**config.mk**
```make
export PLATFORM = sky130hd
export DESIGN_NAME = input_number_accumulator
export DESIGN_NICKNAME = d
export VERILOG_FILES = /design/src/rtl/input_number_pkg.sv /design/src/rtl/sum_piso_shifter.sv /design/src/rtl/input_number_accumulator.sv
export SDC_FILE = /design/constraint.sdc
export NUM_CORES = 1
export LEC_CHECK = 0
export CORE_ASPECT_RATIO = 1.1
export CORE_MARGIN = 10
export CORE_UTILIZATION = 35
export CTS_BUF_LIST = sky130_fd_sc_hd__clkbuf_16
export DETAILED_ROUTE_END_ITERATION = 16
export HOLD_SLACK_MARGIN = 0.02
export SYNTH_ARGS = -nofsm -noshare
export SYNTH_HDL_FRONTEND = slang
export SYNTH_SLANG_ARGS = --single-unit
```
**constraint.sdc**
```tcl
create_clock -name clk -period 2.2 [get_ports clk]
set_clock_uncertainty 0.15 [all_clocks]
set_input_delay 0.44 -clock clk [delete_from_list [all_inputs] [get_ports clk]]
set_output_delay 0.44 -clock clk [all_outputs]
set_load 0.01 [all_outputs]
```
**src/rtl/input_number_pkg.sv**
```systemverilog
// input_number_pkg: shared FSM states, default sizes and the sum-width helper for the accumulator.
package input_number_pkg;
    localparam int DEF_DATA_W    = 8;
    localparam int DEF_NUM_COUNT = 4;
    typedef enum logic [1:0] {IDLE, COLLECT, SHIFT, DONE} state_t;
    function automatic int sum_width(input int data_w, input int num_count);
        return data_w + $clog2(num_count);
    endfunction
endpackage

```
**src/rtl/sum_piso_shifter.sv**
```systemverilog
// sum_piso_shifter: parallel-load, shift-left-by-one register exposing its MSB.
module sum_piso_shifter #(
    parameter int SUM_W = 10
) (
    input  logic             clk,
    input  logic             rst,
    input  logic             load,
    input  logic             shift,
    input  logic [SUM_W-1:0] din,
    output logic             msb
);
    logic [SUM_W-1:0] q;
    always_ff @(posedge clk or negedge rst) begin
        if (!rst) q <= '0;
        else if (load) q <= din;
        else if (shift) q <= {q[SUM_W-2:0], 1'b0};
    end
    assign msb = q[SUM_W-1];
endmodule

```
**src/rtl/input_number_accumulator.sv**
```systemverilog
// input_number_accumulator: sums NUM_COUNT received numbers and shifts the sum out MSB first.
module input_number_accumulator
    import input_number_pkg::*;
#(
    parameter int NUM_COUNT = DEF_NUM_COUNT,
    parameter int DATA_W    = DEF_DATA_W
) (
    input  logic              clk,
    input  logic              rst,
    input  logic              start,
    input  logic              num_valid,
    input  logic [DATA_W-1:0] num_in,
    output logic              busy,
    output logic              ser_out,
    output logic              ser_valid,
    output logic              done,
    output logic              drop
);
    localparam int SUM_W = sum_width(DATA_W, NUM_COUNT);
    localparam int CNT_W = $clog2(NUM_COUNT);
    localparam int BIT_W = $clog2(SUM_W);
    state_t state, state_nx;
    logic [SUM_W-1:0] sum, sum_add;
    logic [CNT_W-1:0] num_cnt;
    logic [BIT_W-1:0] bit_cnt;
    logic last_num, last_bit, load, msb;
    assign sum_add  = sum + SUM_W'(num_in);
    assign last_num = num_valid && num_cnt == CNT_W'(NUM_COUNT - 1);
    assign last_bit = bit_cnt == BIT_W'(SUM_W - 1);
    assign load     = state == COLLECT && last_num;
    always_comb begin
        state_nx  = state;
        busy      = state != IDLE;
        ser_valid = state == SHIFT;
        ser_out   = state == SHIFT && msb;
        done      = state == DONE;
        case (state)
            IDLE:    state_nx = start ? COLLECT : IDLE;
            COLLECT: state_nx = last_num ? SHIFT : COLLECT;
            SHIFT:   state_nx = last_bit ? DONE : SHIFT;
            default: state_nx = IDLE;
        endcase
    end
    always_ff @(posedge clk or negedge rst) begin
        if (!rst) begin
            state   <= IDLE;
            sum     <= '0;
            num_cnt <= '0;
            bit_cnt <= '0;
            drop    <= 1'b0;
        end else begin
            state   <= state_nx;
            drop    <= num_valid && state != COLLECT;
            bit_cnt <= state == SHIFT ? bit_cnt + 1'b1 : '0;
            if (state == IDLE && start) begin
                sum     <= '0;
                num_cnt <= '0;
            end else if (state == COLLECT && num_valid) begin
                sum     <= sum_add;
                num_cnt <= num_cnt + 1'b1;
            end
        end
    end
    sum_piso_shifter #(.SUM_W(SUM_W)) u_shift (
        .clk   (clk),
        .rst   (rst),
        .load  (load),
        .shift (state == SHIFT),
        .din   (sum_add),
        .msb   (msb)
    );
endmodule

```
### After elaboration in Yosys (flattened, before gate mapping)

Index checks and enable logic that the tools add are counted.

* bits in writable memories: 0
* bits in latches: 0
* memories kept: 0
* input port bits: 12
* register bits: 29
* output and inout port bits: 5
* ROM bits: 0

* reductions and logical operators: 10
* bitwise logic cells: 0
* divide/modulo/power cells: 0
* add/sub/neg operators: 3
* multiplexer cells: 11
* equality and inequality tests: 6
* multiply operators: 0
* shift-type cells: 0
* order comparisons: 0

Operators by type and width (number)
* $mux 10: 4
* $add 10x8->10: 1
* $eq 2x2->1 const B: 3
* $logic_and 1x1->1: 6
* $mux 2: 3
* $pmux 2 s3: 1
* $reduce_bool 2->1: 3
* $add 4x1->4 const B: 1
* $eq 4x4->1 const B: 1
* $mux 4: 1
* $add 2x1->2 const B: 1
* $eq 2x1->1 const B: 1
* $logic_not 2->1: 1
* $mux 1: 2
* $ne 2x1->1 const B: 1

### Logic depth before layout (Yosys ltp)

* depth in word-level cells: 4
* gate-level depth with buffers: 7
* depth with buffers taken out: 7

### By module

From an unflattened synthesis, not the netlist that was laid out.

* cell total of the unflattened synthesis: 164
* area total of the unflattened synthesis: 1667.8 sq um

Modules (own cells, without submodules)
* input_number_accumulator: cells an instance 121, instances 1, area an instance 1203.7 sq um
* sum_piso_shifter: cells an instance 43, instances 1, area an instance 464.2 sq um

### Worst setup path before layout

Ideal clock, no wire load.

* kind: input to register
* from: input port num_in[0]
* to: register u_shift.q[6]
* buffers on the path: 0
* stages on the path: 7
* data required time: 1920 ps
* setup slack: 60 ps
* library setup time: 130 ps
* data arrival time: 1860 ps
* cell sequence: ha_1 fa_1 a211oi_1 o21bai_1 a21oi_1 xor2_1 o21ai_0

* longest elaborated chain between the ends: 2

Ends and longest elaborated chain
* from (decl): line input_number_accumulator.sv:12 `input logic [DATA_W-1:0] num_in,`
* $add 10x8->10: line input_number_accumulator.sv:27 `assign sum_add = sum + SUM_W'(num_in);`
* $mux 10: line sum_piso_shifter.sv:15 `else if (load) q <= din;`
* to (signal assigned): line sum_piso_shifter.sv:15
* to (signal assigned): line sum_piso_shifter.sv:16 `else if (shift) q <= {q[SUM_W-2:0], 1'b0};`
* to (decl): line sum_piso_shifter.sv:12 `logic [SUM_W-1:0] q;`

Every way passes these cells.
A chain may end at the register's enable or synchronous reset.

### Final worst setup path

* from: input port num_in[1]
* to: register sum[6]

* longest elaborated chain between the ends: 3

Ends and longest elaborated chain
* $add 10x8->10: line input_number_accumulator.sv:27
* $mux 10: line input_number_accumulator.sv:58 `end else if (state == COLLECT && num_valid) begin`
* $mux 10: line input_number_accumulator.sv:55 `if (state == IDLE && start) begin`
* to (signal assigned): line input_number_accumulator.sv:59 `sum <= sum_add;`
* to (decl): line input_number_accumulator.sv:23 `logic [SUM_W-1:0] sum, sum_add;`

Every way passes these cells. The select of a mux whose other input is x is not followed.

==> results.cfg <==
[finish]
syn_to_final_growth_pct = 33.7
diodes = 0
final_nets = 222
multiInputGateArea_um2 = 885
seqCellArea_um2 = 726
fill_cells = 425
drive_above_1_share = 0.206

[status]
violations = setup timing
status = finished with violations

[pwr]
finalPower_mw = 2.89
peakVddDrop_v = 0.000651
power_density_nw_per_um2 = 1330
p_leak_nw = 1.02
power.switching_mw = 1.01
pwr-share-seq = 0.296
swShare = 0.350
pwr-share-clk = 0.265
comb_power_share = 0.439
p_int_mw = 1.88

[sta]
setup_viol = 1
fin_ws_ns = -0.000546
fin_crit_sh = 1.00
fmaxAchievable_mhz = 454
slew_viol_final = 0
fin_tns_setup_ns = -0.000546
whs_ns = 0.340
max_slew_margin = 0.700
fin_crit_ns = 2.20
worst_pin_slew_ns = 0.450
hold_viol = 0
rsz0062_at_grt = true

[yosys]
ys_seq_area_frac = 0.447
synthMuxAreaShare = 0.0123
yosysTopAreaCell = dfrtp_1
synth_nets = 185
yosysTopAreaCellShare = 0.447
ys.flop_type = dfrtp_1
synthCells = 161
yosysWarnings = 0
syn_avg_cell_area_um2 = 10.1
ys_types = 40
synth_xor_area_frac = 0.0431
synth_top_family_by_area = compound AO/OA/AOI/OAI gates
netlist_area_um2 = 1620
ys_seq_elements = 29
synth_fa_ha_area_frac = 0.0971
synth_most_common_cell = dfrtp_1
postSynth.asyncResetShare = 1.00
synth-compound-area-share = 0.225
ys_top_cells_by_count = dfrtp_1, nand2_1, ha_1
synth_edf_count = 0
synthSimpleGateAreaFrac = 0.146
yosys-top-cells-area = dfrtp_1, ha_1, nand2_1

[global_route]
grt_pass1_vias = 1474
grt_pass1_wl_um = 6690
grt_start_max_net_pins = 30
grt_antenna_before_repair = 0
globalRoute.totalOverflow = 0
grt_use_total = 0.102

[clocking]
path_clk_slew_ns = 0.05
cts_hold_buf = 0
htreeDepth = 2
cts_made_buffers = 5
cts_root_buf = clkbuf_16
cts_tree = done
clockBufferDepth = 2
clock_sinks = 29
clock_latency_ns = 0.28

[floorplan]
io_pins = 17
initial_core_util = 0.371
fp.dieH_um = 91.4
coreArea_um2 = 4380
die_area_um2 = 7770
rows = 25
chipWidth_um = 85.0

[setup_path]
crit_fanout = 2
cp-start-kind = input port
endpoint_kind = flip-flop
criticalPathCategory = input port to flip-flop
cp.required_ns = 2.20
arrival_ns = 2.20

[job]
drv_cap = 0

[drt]
postRouteAntennaNets = 0
via_per_inst = 5.38
drt-initial-drc-count = 77
drt-wirelength-per-cell_um = 15.1
routed_wl_um = 3810
route.detailed.drc = 0
vias = 1360
first_pass_iters = 4

[min_path]
hold_path_class = flip-flop to flip-flop

[placement]
gp_congestion = 0.805
hpwl_um = 2840
post-place-ws_ns = -0.507
port_buffers = 16
## cells in the final DEF, fill, tap and decap left out, types with 4 or more instances in the layout
master,instances
o21ai_1,5
ha_1,10
o21ai_0,6
nand2_1,18
nor2_1,10
a22o_1,5
xor2_1,5
a21o_1,4
clkdlybuf4s50_1,15
a21oi_2,4
clkbuf_16,5
buf_4,20
dfrtp_1,29
a22oi_1,6
o31ai_1,4
a21oi_1,7
## stage by stage
step,std cells,cell area [um^2],util
after floorplan,161,1620,-
after global placement,241,1940,0.443
after detailed placement,241,1940,0.443
after CTS,251,2130,0.487
after global routing,253,2170,0.496
final,253,2170,0.496
## path summary, 6_finish.rpt
kind,endpoint,slack [ns],depth (start not counted),start
min,bit_cnt[0],0.34,1,bit_cnt[0]
max in group asynchronous,u_shift.q[5],1.22,2,rst
min in group asynchronous,state[0],0.41,2,rst
max reg2reg,sum[6],0.01,7,sum[0]
max,sum[6],-0.0005,7,num_in[1]
min reg2reg,bit_cnt[0],0.34,1,bit_cnt[0]
## registers in the layout (all words and copies together), names as in the netlist
register and count:
state 2, bit_cnt 4, sum 10, num_cnt 2, drop 1, u_shift.q 10
## worst max-delay path, cell delays in order
cell	delay, ns
clkdlybuf4s50_1	0.46
fa_2	0.39
a211oi_4	0.27
o21bai_1	0.11
a21oi_1	0.20
xor2_1	0.23
o21ai_1	0.10
## cell families after synthesis
kind of cell               after synthesis
buffers and inverters                   10
AOI/OAI and AO/OA                       52
adders and majority gates               12
and+or+nand+nor                         48
xor gates and xnor gates                 8
DFF                                     29
muxes                                    2
## metal layers
metal	global-route usage	vias to the layer above	wire, um
li1	-	653	-
met1	0.112	666	1600
met2	0.173	33	1940
met3	0.0331	8	192
met4	0.0453	0	80
met5	0	-	0
## power by group through the flow
stage	Combinational, mW	Clock [mW]	Sequential, mW
finish	1.27	0.766	0.856
floorplan	0.802	0	0.833
CTS	1.22	0.775	0.852
global placement	1.15	0	0.852
global route	1.41	0.803	0.885
detailed placement	1.18	0	0.858
## area by class of cell
type	count	area share
multi-input combinational	122	0.407
sequential	29	0.334
timing repair buffer	36	0.144
clock buffer	5	0.0576
tap	54	0.0311
clock inverter	3	0.0190
inverter	4	0.00691
## repair_timing
item	4_1_cts	5_1_grt
hold endpoints to repair	0	0
setup buffers	2	2
resized for setup	4	5
endpoints found under the setup margin	7	7
pin swaps	4	6
Power figures use the tool's default switching activity.
